File: config.mk
export PLATFORM = sky130hd
export DESIGN_NAME = ps2_transmitter
export DESIGN_NICKNAME = d
export VERILOG_FILES = /design/src/rtl/ps2_pkg.sv /design/src/rtl/ps2_line_sync.sv /design/src/rtl/ps2_transmitter.sv
export SDC_FILE = /design/constraint.sdc
export NUM_CORES = 1
export LEC_CHECK = 0
export BUFFER_PORTS_ARGS = -buffer_cell sky130_fd_sc_hd__clkbuf_2
export CAP_MARGIN = 5
export CORE_MARGIN = 2
export CORE_UTILIZATION = 55
export CTS_BUF_LIST = sky130_fd_sc_hd__clkbuf_4
export CTS_CLUSTER_DIAMETER = 50
export DETAILED_ROUTE_END_ITERATION = 10
export PLACE_DENSITY = 0.81
export REMOVE_ABC_BUFFERS = 1
export SLEW_MARGIN = 20
export SYNTH_ARGS = -nofsm -noshare
export SYNTH_HDL_FRONTEND = slang
export SYNTH_HIERARCHICAL = 1
export SYNTH_SLANG_ARGS = --single-unit
File: constraint.sdc
create_clock -name clk -period 2.84 [get_ports clk]
set_clock_uncertainty 0.1 [all_clocks]
set_input_delay 0 -clock clk [delete_from_list [all_inputs] [get_ports clk]]
set_output_delay 0 -clock clk [all_outputs]
set_load 0.01 [all_outputs]
File: src/rtl/ps2_pkg.sv
// Shared PS/2 definitions: FSM states, frame length, and
// the microsecond-to-clock-cycle conversion helper.
package ps2_pkg;

  localparam int PS2_FRAME_BITS = 11;

  typedef enum logic [2:0] {
    ST_IDLE,
    ST_INHIBIT,
    ST_START,
    ST_BITS,
    ST_ACK,
    ST_WAIT_IDLE,
    ST_FIN
  } ps2_state_e;

  function automatic int us_to_cycles(
    input int clk_hz,
    input int us
  );
    return (clk_hz / 1_000_000) * us;
  endfunction

endpackage

File: src/rtl/ps2_line_sync.sv
// 2-FF synchronizer for the PS/2 clock and data pads plus a
// falling-edge detector on the synchronized clock.
// Ports: clk/reset, raw pads in, synced lines and clk_fall_o out.
module ps2_line_sync (
  input  logic clk,
  input  logic reset,
  input  logic ps2_clk_i,
  input  logic ps2_data_i,
  output logic clk_s_o,
  output logic data_s_o,
  output logic clk_fall_o
);

  logic clk_meta_q;
  logic clk_sync_q;
  logic clk_prev_q;
  logic data_meta_q;
  logic data_sync_q;

  // Reset to the idle-high bus level so no edge is seen at startup.
  always_ff @(posedge clk) begin
    if (reset) begin
      clk_meta_q  <= 1'b1;
      clk_sync_q  <= 1'b1;
      clk_prev_q  <= 1'b1;
      data_meta_q <= 1'b1;
      data_sync_q <= 1'b1;
    end else begin
      clk_meta_q  <= ps2_clk_i;
      clk_sync_q  <= clk_meta_q;
      clk_prev_q  <= clk_sync_q;
      data_meta_q <= ps2_data_i;
      data_sync_q <= data_meta_q;
    end
  end

  assign clk_s_o    = clk_sync_q;
  assign data_s_o   = data_sync_q;
  assign clk_fall_o = clk_prev_q & ~clk_sync_q;

endmodule

File: src/rtl/ps2_transmitter.sv
// Host-to-device PS/2 transmitter: inhibit, request-to-send,
// 8 data bits + odd parity + stop on device clock, ACK check.
// Ports: clk/reset, data/valid/ready byte handshake,
// ps2_*_in raw pads, ps2_*_oe pull-low enables,
// tx_active busy flag, done/error one-cycle result pulses.
module ps2_transmitter
  import ps2_pkg::*;
#(
  parameter int CLK_HZ     = 48_000_000,
  parameter int INHIBIT_US = 100,
  parameter int TIMEOUT_US = 15000
) (
  input  logic       clk,
  input  logic       reset,
  input  logic [7:0] data,
  input  logic       valid,
  output logic       ready,
  input  logic       ps2_clk_in,
  input  logic       ps2_data_in,
  output logic       ps2_clk_oe,
  output logic       ps2_data_oe,
  output logic       tx_active,
  output logic       done,
  output logic       error
);

  localparam int INH_CYC   = us_to_cycles(CLK_HZ, INHIBIT_US);
  localparam int START_CYC = us_to_cycles(CLK_HZ, 1);
  localparam int TO_CYC    = us_to_cycles(CLK_HZ, TIMEOUT_US);
  localparam int PH_MAX    =
    (INH_CYC > START_CYC) ? INH_CYC : START_CYC;
  localparam int PH_W      = $clog2(PH_MAX);
  localparam int TO_W      = $clog2(TO_CYC);

  logic clk_s;
  logic data_s;
  logic clk_fall;

  ps2_line_sync u_sync (
    .clk        (clk),
    .reset      (reset),
    .ps2_clk_i  (ps2_clk_in),
    .ps2_data_i (ps2_data_in),
    .clk_s_o    (clk_s),
    .data_s_o   (data_s),
    .clk_fall_o (clk_fall)
  );

  ps2_state_e      state_q, state_d;
  logic [PH_W-1:0] ph_q, ph_d;
  logic [TO_W-1:0] to_q, to_d;
  logic [3:0]      idx_q, idx_d;
  logic [8:0]      tx_q, tx_d;
  logic            clk_oe_q, clk_oe_d;
  logic            data_oe_q, data_oe_d;
  logic            nack_q, nack_d;
  logic            done_q, done_d;
  logic            err_q, err_d;
  logic            timed_out;

  assign timed_out = (to_q == TO_W'(TO_CYC - 1));

  always_ff @(posedge clk) begin
    if (reset) begin
      state_q   <= ST_IDLE;
      ph_q      <= '0;
      to_q      <= '0;
      idx_q     <= '0;
      tx_q      <= '0;
      clk_oe_q  <= 1'b0;
      data_oe_q <= 1'b0;
      nack_q    <= 1'b0;
      done_q    <= 1'b0;
      err_q     <= 1'b0;
    end else begin
      state_q   <= state_d;
      ph_q      <= ph_d;
      to_q      <= to_d;
      idx_q     <= idx_d;
      tx_q      <= tx_d;
      clk_oe_q  <= clk_oe_d;
      data_oe_q <= data_oe_d;
      nack_q    <= nack_d;
      done_q    <= done_d;
      err_q     <= err_d;
    end
  end

  always_comb begin
    state_d   = state_q;
    ph_d      = ph_q;
    to_d      = to_q;
    idx_d     = idx_q;
    tx_d      = tx_q;
    clk_oe_d  = clk_oe_q;
    data_oe_d = data_oe_q;
    nack_d    = nack_q;
    done_d    = 1'b0;
    err_d     = 1'b0;
    unique case (state_q)
      ST_IDLE: begin
        if (valid) begin
          tx_d     = {~^data, data};
          ph_d     = '0;
          clk_oe_d = 1'b1;
          state_d  = ST_INHIBIT;
        end
      end
      ST_INHIBIT: begin
        if (ph_q == PH_W'(INH_CYC - 1)) begin
          ph_d      = '0;
          data_oe_d = 1'b1;
          state_d   = ST_START;
        end else begin
          ph_d = ph_q + 1'b1;
        end
      end
      ST_START: begin
        if (ph_q == PH_W'(START_CYC - 1)) begin
          clk_oe_d = 1'b0;
          idx_d    = '0;
          to_d     = '0;
          state_d  = ST_BITS;
        end else begin
          ph_d = ph_q + 1'b1;
        end
      end
      ST_BITS: begin
        to_d = to_q + 1'b1;
        if (timed_out) begin
          state_d = ST_FIN;
        end else if (clk_fall) begin
          // idx counts edges already seen; edge 10 is the stop bit
          if (idx_q == 4'(PS2_FRAME_BITS - 2)) begin
            data_oe_d = 1'b0;
            state_d   = ST_ACK;
          end else begin
            data_oe_d = ~tx_q[idx_q];
            idx_d     = idx_q + 1'b1;
          end
        end
      end
      ST_ACK: begin
        to_d = to_q + 1'b1;
        if (timed_out) begin
          state_d = ST_FIN;
        end else if (clk_fall) begin
          nack_d  = data_s;
          state_d = ST_WAIT_IDLE;
        end
      end
      ST_WAIT_IDLE: begin
        to_d = to_q + 1'b1;
        if (timed_out) begin
          state_d = ST_FIN;
        end else if (clk_s && data_s) begin
          done_d  = 1'b1;
          err_d   = nack_q;
          state_d = ST_FIN;
        end
      end
      ST_FIN: begin
        state_d = ST_IDLE;
      end
      default: begin
        state_d = ST_IDLE;
      end
    endcase
    // Timeout abort: release both lines and report an error.
    if (timed_out && (state_q == ST_BITS ||
                      state_q == ST_ACK ||
                      state_q == ST_WAIT_IDLE)) begin
      clk_oe_d  = 1'b0;
      data_oe_d = 1'b0;
      done_d    = 1'b1;
      err_d     = 1'b1;
    end
  end

  assign ready       = (state_q == ST_IDLE);
  assign tx_active   = (state_q != ST_IDLE);
  assign ps2_clk_oe  = clk_oe_q;
  assign ps2_data_oe = data_oe_q;
  assign done        = done_q;
  assign error       = err_q;

endmodule

==> results.txt, run 1 <==
----------------------------------------------------
[Logic synthesis]
  Area share of the largest cell type after synthesis ... 41.7%
  EDFF count, synth ... 0
  Distinct cell type count of the synthesized netlist ... 43
  Sequential element share of the synthesized area ... 41.7%
  Count of state elements after synthesis ... 59
  Leading cell types by total area after synthesis ... dfxtp_1 42%, xor2_1 7.7%, nor2_1 5.8%, nand2_1 4.8%, a21oi_1 4.4%
  Dominant cell by count in the synthesized netlist ... dfxtp_1
  Synthesized area per cell ... 8.61 µm²
  Warnings from Yosys ... 6
  Syn Inst Count ... 329
  Ys flop type ... dfxtp_1
  Share of synthesized flip-flops with an asynchronous set or reset ... 0%
  Synth area leader ... dfxtp_1
  Mapped cell area ... 2830 µm²
  Top cell types by occurrence after synthesis ... 59 x dfxtp_1, 44 x nor2_1, 36 x nand2_1, 25 x a21oi_1, 25 x xor2_1

[Placed design]
  DPL Wire Length ... 3.85 mm
  Worst-case setup slack after placement ... 0.472 ns
  GPL Wtd Cong ... 0.831
  Count of input and output buffers ... 18
  Placed cell area ... 3000 µm²

[Floorplanning]
  Die X-Extent ... around 76 µm
  Die area ... 5740 µm²
  Boundary Pins ... 19
  Starting density of the core ... 56.2%
  Row cnt ... 26
  Core Region ... 5040 µm²
  Die Span Y ... 75.8 µm

[Timing]
  Final max-slew violation count ... 0
  RSZ-0062 raised after global routing ... no
  Final setup violating endpoints ... 0
  Hold Fails Final Rpt ... 0
  Max Fclk ... 0.404 GHz
  Headroom to the max-slew limit ... 56.1%
  Final worst-path cycle share ... 87.1%
  Worst setup margin ... roughly 0.37 ns
  Least-Margin Pin Slew ... ~0.65 ns
  Min Clock Period, post-route ... 2.47 ns
  Final total negative setup slack ... 0 ns

[Cells and area]
  Share of the core filled with cells in the final layout ... 65.1%
  FILL cells ... 404
  Layout-stage area growth over the synthesis result ... 15.8%
  Number of diodes added for antenna fixing ... 0
  Fraction of layout cells with a size suffix above 1 ... 13.1%
  Post-route cell area ... 3280 µm²
  Count of nets after finishing ... 379

[Global routing]
  Wire length of the first global-routing pass ... 9.75 mm
  Number of antenna violations at the first check in global routing ... 0
  Total GRT Usage ... around 22%
  Number of global-route vias before repair ... ~2,300
  Overflow left after global routing ... 0
  Maximum number of pins on one net before global-route repair ... 28

[Worst setup path]
  Launching element type of the critical path ... register
  Worst Setup Path Type ... register to register
  CP peak stage delay ... 0.50 ns
  Data arrival time of the critical path ... 2.63 ns
  Type of element capturing the critical path ... register
  Max FO, Critical Path ... 6
  Cell at the slowest stage of the critical path ... nor4_1
  Reg-to-reg slack, setup ... roughly 0.37 ns
  Cell seen most often among critical-path stages ... nor4_1
  Count of buffering cells on the critical path with inverters included ... 0
  Critical path data required time ... 3.00 ns
  Launch instance of the worst register-to-register path ... ph_q[0]$_SDFFE_PP0P_
  Reg2reg end ... state_q[1]$_SDFFE_PP0P_
  Cell family with most CP delay ... simple AND/OR/NAND/NOR gates
  Cells along the critical path ... ha_1 -> nand4_1 -> nor4_1 -> a21oi_1 -> a221oi_4 -> nor3b_1 -> nor4_1
  Worst r2r path cells ... 7

[Hold path]
  Count of cells along the worst hold path ... 2
  Beginning of the worst hold path ... reset
  Worst Hold Path EP ... state_q[2]$_SDFFE_PP0P_
  Worst min-delay path category ... primary input to register

[Power and ir drop]
  PwrDens ... 566 nW/µm²
  Peak VDD IR ... between 0.4 and 0.5 mV
  Post-layout power ... approximately 1.9 mW
  Standby leakage power ... 1.20 nW

[Clock tree]
  Skew-Pair Late Insertion Delay ... 0.39 ns
  Total clock sinks ... between 50 and 60
  Postcts setup bufs ... 0
  CTS tree ... yes
  CTS H-tree depth ... 3
  Clock root cell ... clkbuf_4
  Longest Clk Path Bufs ... 2
  CTS clock-pin slew for the worst setup and hold paths ... 0.10 ns
  Clock buffer count from CTS ... 9

[Detailed routing]
  1st-iter DRT viols ... roughly 150
  Length of the first detailed-routing pass in iterations ... 5
  Total via count in the routed design ... between 2,000 and 2,500
  Detail-routed net length per standard cell ... 13.4 µm
  Number of vias per cell ... 5.52
  DRC Markers ... 0
  Antenna violation net count after detailed routing ... 0
  Final Routed Wirelength ... 5.86 mm

[Run]
  Max capacitance violation total ... 0

[Outcome]
  Status ... finished clean

----------------------------------------------------
## kinds of logic (layout without fill, tap and decap cells)
logic type | Yosys count | in the layout | synth area share, %
simple gates | 157 | 157 | 28.8
flops | 59 | 59 | 41.7
compound gates | 47 | 47 | 10.8
xor+xnor | 39 | 39 | 12.1
buf+inv | 19 | 57 | 2.65
fa+ha+maj | 4 | 4 | 1.77
mux | 4 | 4 | 2.30
## power by group
part | internal (mW) | switching [mW] | leakage [nW]
registers | 0.856 | 0.0288 | 0.479
logic | 0.0980 | 0.124 | 0.620
clock network | 0.450 | 0.301 | 0.0978
## layout make-up
class,instances,area [µm²],share of cell area [%]
Clock inverter,6,104,3.16
Sequential cell,59,1180,36.0
Clock buffer,10,75.1,2.29
Tap cell,70,87.6,2.67
Timing Repair Buffer,33,228,6.94
Inverter,8,30.0,0.915
Multi-Input combinational cell,251,1580,48.1
## timing repair
action | CTS | global route
hold endpoints to repair | 10 | 0
gates resized for setup | 0 | 0
hold buffers | 10 | 0
## state kept, by name (all words and copies together) (netlist names)
register,cells
ph_q,13
u_sync/clk_s_o,1
u_sync/clk_prev_q,1
state_q,3
nack_q,1
ps2_data_oe,1
u_sync/data_meta_q,1
tx_q,9
idx_q,4
error,1
to_q,20
u_sync/data_s_o,1
u_sync/clk_meta_q,1
ps2_clk_oe,1
done,1
## per-layer routing
layer	global-route usage (%)	wire length, µm
met2	38.1	2850
met3	4.50	173
met1	27.0	2750
met4	9.16	86
met5	0	0
## metrics by stage
step | std cells | hold slack (ns)
2_1_floorplan | 318 | -0.0309
3_3_place_gp | 411 | 0.0753
3_5_place_dp | 411 | 0.0803
4_1_cts | 437 | 0.0291
5_1_grt | 437 | 0.0775
6_report | 437 | 0.0434
## worst max path at each step
stage,to,cells past startpoint,startpoint
5_1_grt,state_q[1]$_SDFFE_PP0P_,7,ph_q[0]$_SDFFE_PP0P_
4_1_cts,state_q[1]$_SDFFE_PP0P_,7,ph_q[0]$_SDFFE_PP0P_
2_1_floorplan,ph_q[0]$_SDFFE_PP0P_,5,ph_q[11]$_SDFFE_PP0P_
6_report,state_q[1]$_SDFFE_PP0P_,7,ph_q[0]$_SDFFE_PP0P_
3_5_place_dp,to_q[5]$_SDFFE_PP0P_,7,ph_q[0]$_SDFFE_PP0P_
3_3_place_gp,to_q[5]$_SDFFE_PP0P_,6,ph_q[11]$_SDFFE_PP0P_
## cells in the final DEF (no fill, tap or decap), types with 2 or more instances in the layout
cell type	synthesis	routed
clkbuf_4	0	10
nand3b_1	2	2
dlygate4sd3_1	0	10
o21ai_0	9	9
dfxtp_1	59	59
o311ai_0	2	2
nand2b_1	2	2
inv_1	8	8
ha_1	4	4
xor2_1	25	25
clkinv_2	0	2
bufinv_16	0	3
nand2_1	36	36
xnor2_1	14	14
nand4_1	13	13
nor4_1	7	7
nor3_1	4	4
nand3_1	14	14
a31oi_1	2	2
and2_1	2	2
a211oi_1	2	2
or4_1	2	2
clkbuf_2	0	18
mux4_2	2	2
a21oi_1	25	25
nor2b_1	4	4
mux2i_1	2	2
and3_1	6	6
nor3b_1	2	2
or2_1	6	6
nor2_1	44	44
and4_1	4	4
or3_1	2	2
buf_4	0	5
a2111oi_0	2	2
Note: power is estimated with default switching activity, not from simulation.
==> run 2, diff against run 1 <==
- CORE_ASPECT_RATIO: default -> 1.25
- PLACE_DENSITY: 0.81 -> 0.74
==> run 2 against run 1 <==
  * Non-clock buffer count increased by 2
  * Power increased by 0.50%
  * Hold slack improved by 0.019 ns
  * Sequential cell count unchanged
  * Largest power group unchanged
  * Sequential power decreased by 1%
  * Fmax increased by 3.0%
  * Critical path type unchanged
  * Combinational power increased by 6%
  * Final area increased by 0.38%
  * Routed wire length decreased by 3.8%
  * Clock power increased by 0.8%
  * Critical path depth unchanged
==> results.txt, run 2 (synthesized netlist as in run 1, its figures left out) <==
----------------------------------------------------
[Detailed routing]
  Total via count in the routed design ... 2,417 (was 2,412)
  1st-iter DRT viols ... 68 (was 147)
  Antenna violation net count after detailed routing ... 0 (unchanged)
  Number of vias per cell ... 5.61 (was 5.52)
  Final Routed Wirelength ... 5.64 mm (was 5.86 mm)
  Detail-routed net length per standard cell ... 13.1 µm (was 13.4 µm)
  Length of the first detailed-routing pass in iterations ... 4 (was 5)
  DRC Markers ... 0 (unchanged)

[Global routing]
  Number of antenna violations at the first check in global routing ... 0 (unchanged)
  Number of global-route vias before repair ... 2,220 (was 2,271)
  Maximum number of pins on one net before global-route repair ... 28 (unchanged)
  Wire length of the first global-routing pass ... 9.78 mm (was 9.75 mm)
  Overflow left after global routing ... 0 (unchanged)
  Total GRT Usage ... 22.1% (was 22.2%)

[Timing]
  Hold Fails Final Rpt ... 0 (unchanged)
  Worst slack on hold paths ... 0.0626 ns (was 0.0434 ns)
  Final total negative setup slack ... 0 ns (unchanged)
  RSZ-0062 raised after global routing ... no (unchanged)
  Final worst-path cycle share ... 84.6% (was 87.1%)
  Final setup violating endpoints ... 0 (unchanged)
  Headroom to the max-slew limit ... 57.5% (was 56.1%)
  Min Clock Period, post-route ... 2.40 ns (was 2.47 ns)
  Least-Margin Pin Slew ... 0.631 ns (was 0.650 ns)
  Max Fclk ... 0.416 GHz (was 0.404 GHz)
  Final max-slew violation count ... 0 (unchanged)

[Cells and area]
  Post-route cell area ... 3300 µm² (was 3280 µm²)
  Fraction of layout cells with a size suffix above 1 ... 13.3% (was 13.1%)
  Largest registers ... to_q (20), ph_q (13), tx_q (9) (unchanged)
  Share of the core filled with cells in the final layout ... 65.8% (was 65.1%)
  Count of nets after finishing ... 381 (was 379)
  FILL cells ... 447 (was 404)
  Top library cells by usage in the layout, fill and taps aside ... 59 x dfxtp_1, 44 x nor2_1, 36 x nand2_1, 25 x a21oi_1, 25 x xor2_1 (unchanged)
  Register ranked first by flip-flop count ... to_q (unchanged)
  Layout-stage area growth over the synthesis result ... 16.3% (was 15.8%)
  Leading cell type in the layout, fill and taps excluded ... dfxtp_1 (unchanged)
  Number of diodes added for antenna fixing ... 0 (unchanged)
  Number of flip-flops in the largest register ... 20 (unchanged)

[Worst setup path]
  Critical path data required time ... 3.05 ns (was 3.00 ns)
  Launching element type of the critical path ... register (unchanged)
  Type of element capturing the critical path ... register (unchanged)
  Cells along the critical path ... ha_1 -> nand4_1 -> o311a_4 -> nor3_4 -> and3_1 -> xnor2_1 -> nor2_2 (was ha_1 -> nand4_1 -> nor4_1 -> a21oi_1 -> a221oi_4 -> nor3b_1 -> nor4_1)
  Data arrival time of the critical path ... 2.61 ns (was 2.63 ns)
  Cell at the slowest stage of the critical path ... o311a_4 (was nor4_1)
  CP peak stage delay ... 0.51 ns (was 0.50 ns)
  Worst Setup Path Type ... register to register (unchanged)
  Max FO, Critical Path ... 9 (was 6)

[Clock tree]
  Total clock sinks ... 59 (unchanged)
  Longest Clk Path Bufs ... 2 (unchanged)
  Clock root cell ... clkbuf_4 (unchanged)
  Postcts setup bufs ... 0 (unchanged)
  Clock buffer count from CTS ... 9 (unchanged)
  Skew-Pair Late Insertion Delay ... 0.41 ns (was 0.39 ns)
  Post-CTS resize count ... 0 (unchanged)
  CTS H-tree depth ... 3 (unchanged)
  CTS tree ... yes (unchanged)
  CTS clock-pin slew for the worst setup and hold paths ... 0.11 ns (was 0.10 ns)

[Floorplanning]
  Row cnt ... 29 (was 26)
  Core Region ... 5010 µm² (was 5040 µm²)
  Boundary Pins ... 19 (unchanged)
  Die area ... 5750 µm² (was 5740 µm²)
  Starting density of the core ... 56.6% (was 56.2%)
  Die X-Extent ... 68.2 µm (was 75.8 µm)
  Die Span Y ... 84.3 µm (was 75.8 µm)

[Power and ir drop]
  Standby leakage power ... 1.21 nW (was 1.20 nW)
  PwrDens ... 567 nW/µm² (was 566 nW/µm²)
  Post-layout power ... 1.87 mW (was 1.86 mW)
  Peak VDD IR ... 0.463 mV (was 0.436 mV)

[Hold path]
  Worst min-delay path category ... primary input to register (unchanged)

[Placed design]
  DPL Wire Length ... 3.91 mm (was 3.85 mm)
  Count of input and output buffers ... 18 (unchanged)
  GPL Wtd Cong ... 0.871 (was 0.831)
  Placed cell area ... 3000 µm² (about the same)

[Run]
  Max capacitance violation total ... 0 (unchanged)

[Outcome]
  Status ... finished clean (unchanged)

----------------------------------------------------
[run 2: cell types whose count changed in the layout (fill, tap and decap cells not counted)]
cell,delta
buf_4,+1
clkinv_2,-1
dlygate4sd3_1,+1
clkbuf_4,-1
clkinv_4,+2
[run 2: what timing repair did]
action,4_1_cts,5_1_grt
endpoints found under the hold margin,12,0
setup endpoints to repair,0,0
hold buffers,11,0
[run 2: metal layers]
layer,vias to the layer above,GRT usage [%],wire length (µm)
met5,-,0,0
met4,0,11.3,127
met3,11,4.16,171
met2,34,34.1,2760
met1,1143,29.1,2580
li1,1229,-,-
[run 2: cell type report]
type                       count  area, µm²  share of cell area (%)
timing repair buffer          35        245                    7.44
clock inverter                 7        116                    3.53
clock buffer                   9       67.6                    2.05
inverter                       8       30.0                   0.911
sequential                    59       1180                    35.8
multi-input combinational    251       1580                    47.9
tap                           62       77.6                    2.35
[run 2: per-stage QoR]
step / worst slack [ns] / std cells
floorplan: 0.420 / 318
global placement: 0.513 / 404
detailed placement: 0.475 / 404
CTS: 0.431 / 431
global route: 0.271 / 431
finish: 0.438 / 431
[run 2: worst max-delay path, delay by kind of cell, from the launching register on]
kind / cells / cell delay [ns]
AND/OR/NAND/NOR: 4 / 0.94
adder cells (fa/ha/maj): 1 / 0.20
XOR/XNOR: 1 / 0.14
flip-flops: 1 / 0.40
AO/OA/AOI/OAI: 1 / 0.51
[run 2: where the power goes]
part	total [mW]	leakage (nW)	switching, mW	internal (mW)
registers	0.874	0.479	0.0182	0.856
logic	0.236	0.629	0.134	0.103
clock network	0.757	0.0975	0.313	0.444
total	1.87	1.21	0.465	1.40
[run 2: worst paths after layout]
kind	endpoint	from	depth (start not counted)	slack, ns
worst min-delay path	tx_q[2]$_SDFFE_PP0P_	valid	4	0.06
worst min register to register	u_sync/data_s_o$_SDFF_PP1_	u_sync/data_meta_q$_SDFF_PP1_	1	0.32
worst max register to register	to_q[5]$_SDFFE_PP0P_	ph_q[0]$_SDFFE_PP0P_	7	0.44
worst max-delay path	to_q[5]$_SDFFE_PP0P_	ph_q[0]$_SDFFE_PP0P_	7	0.44
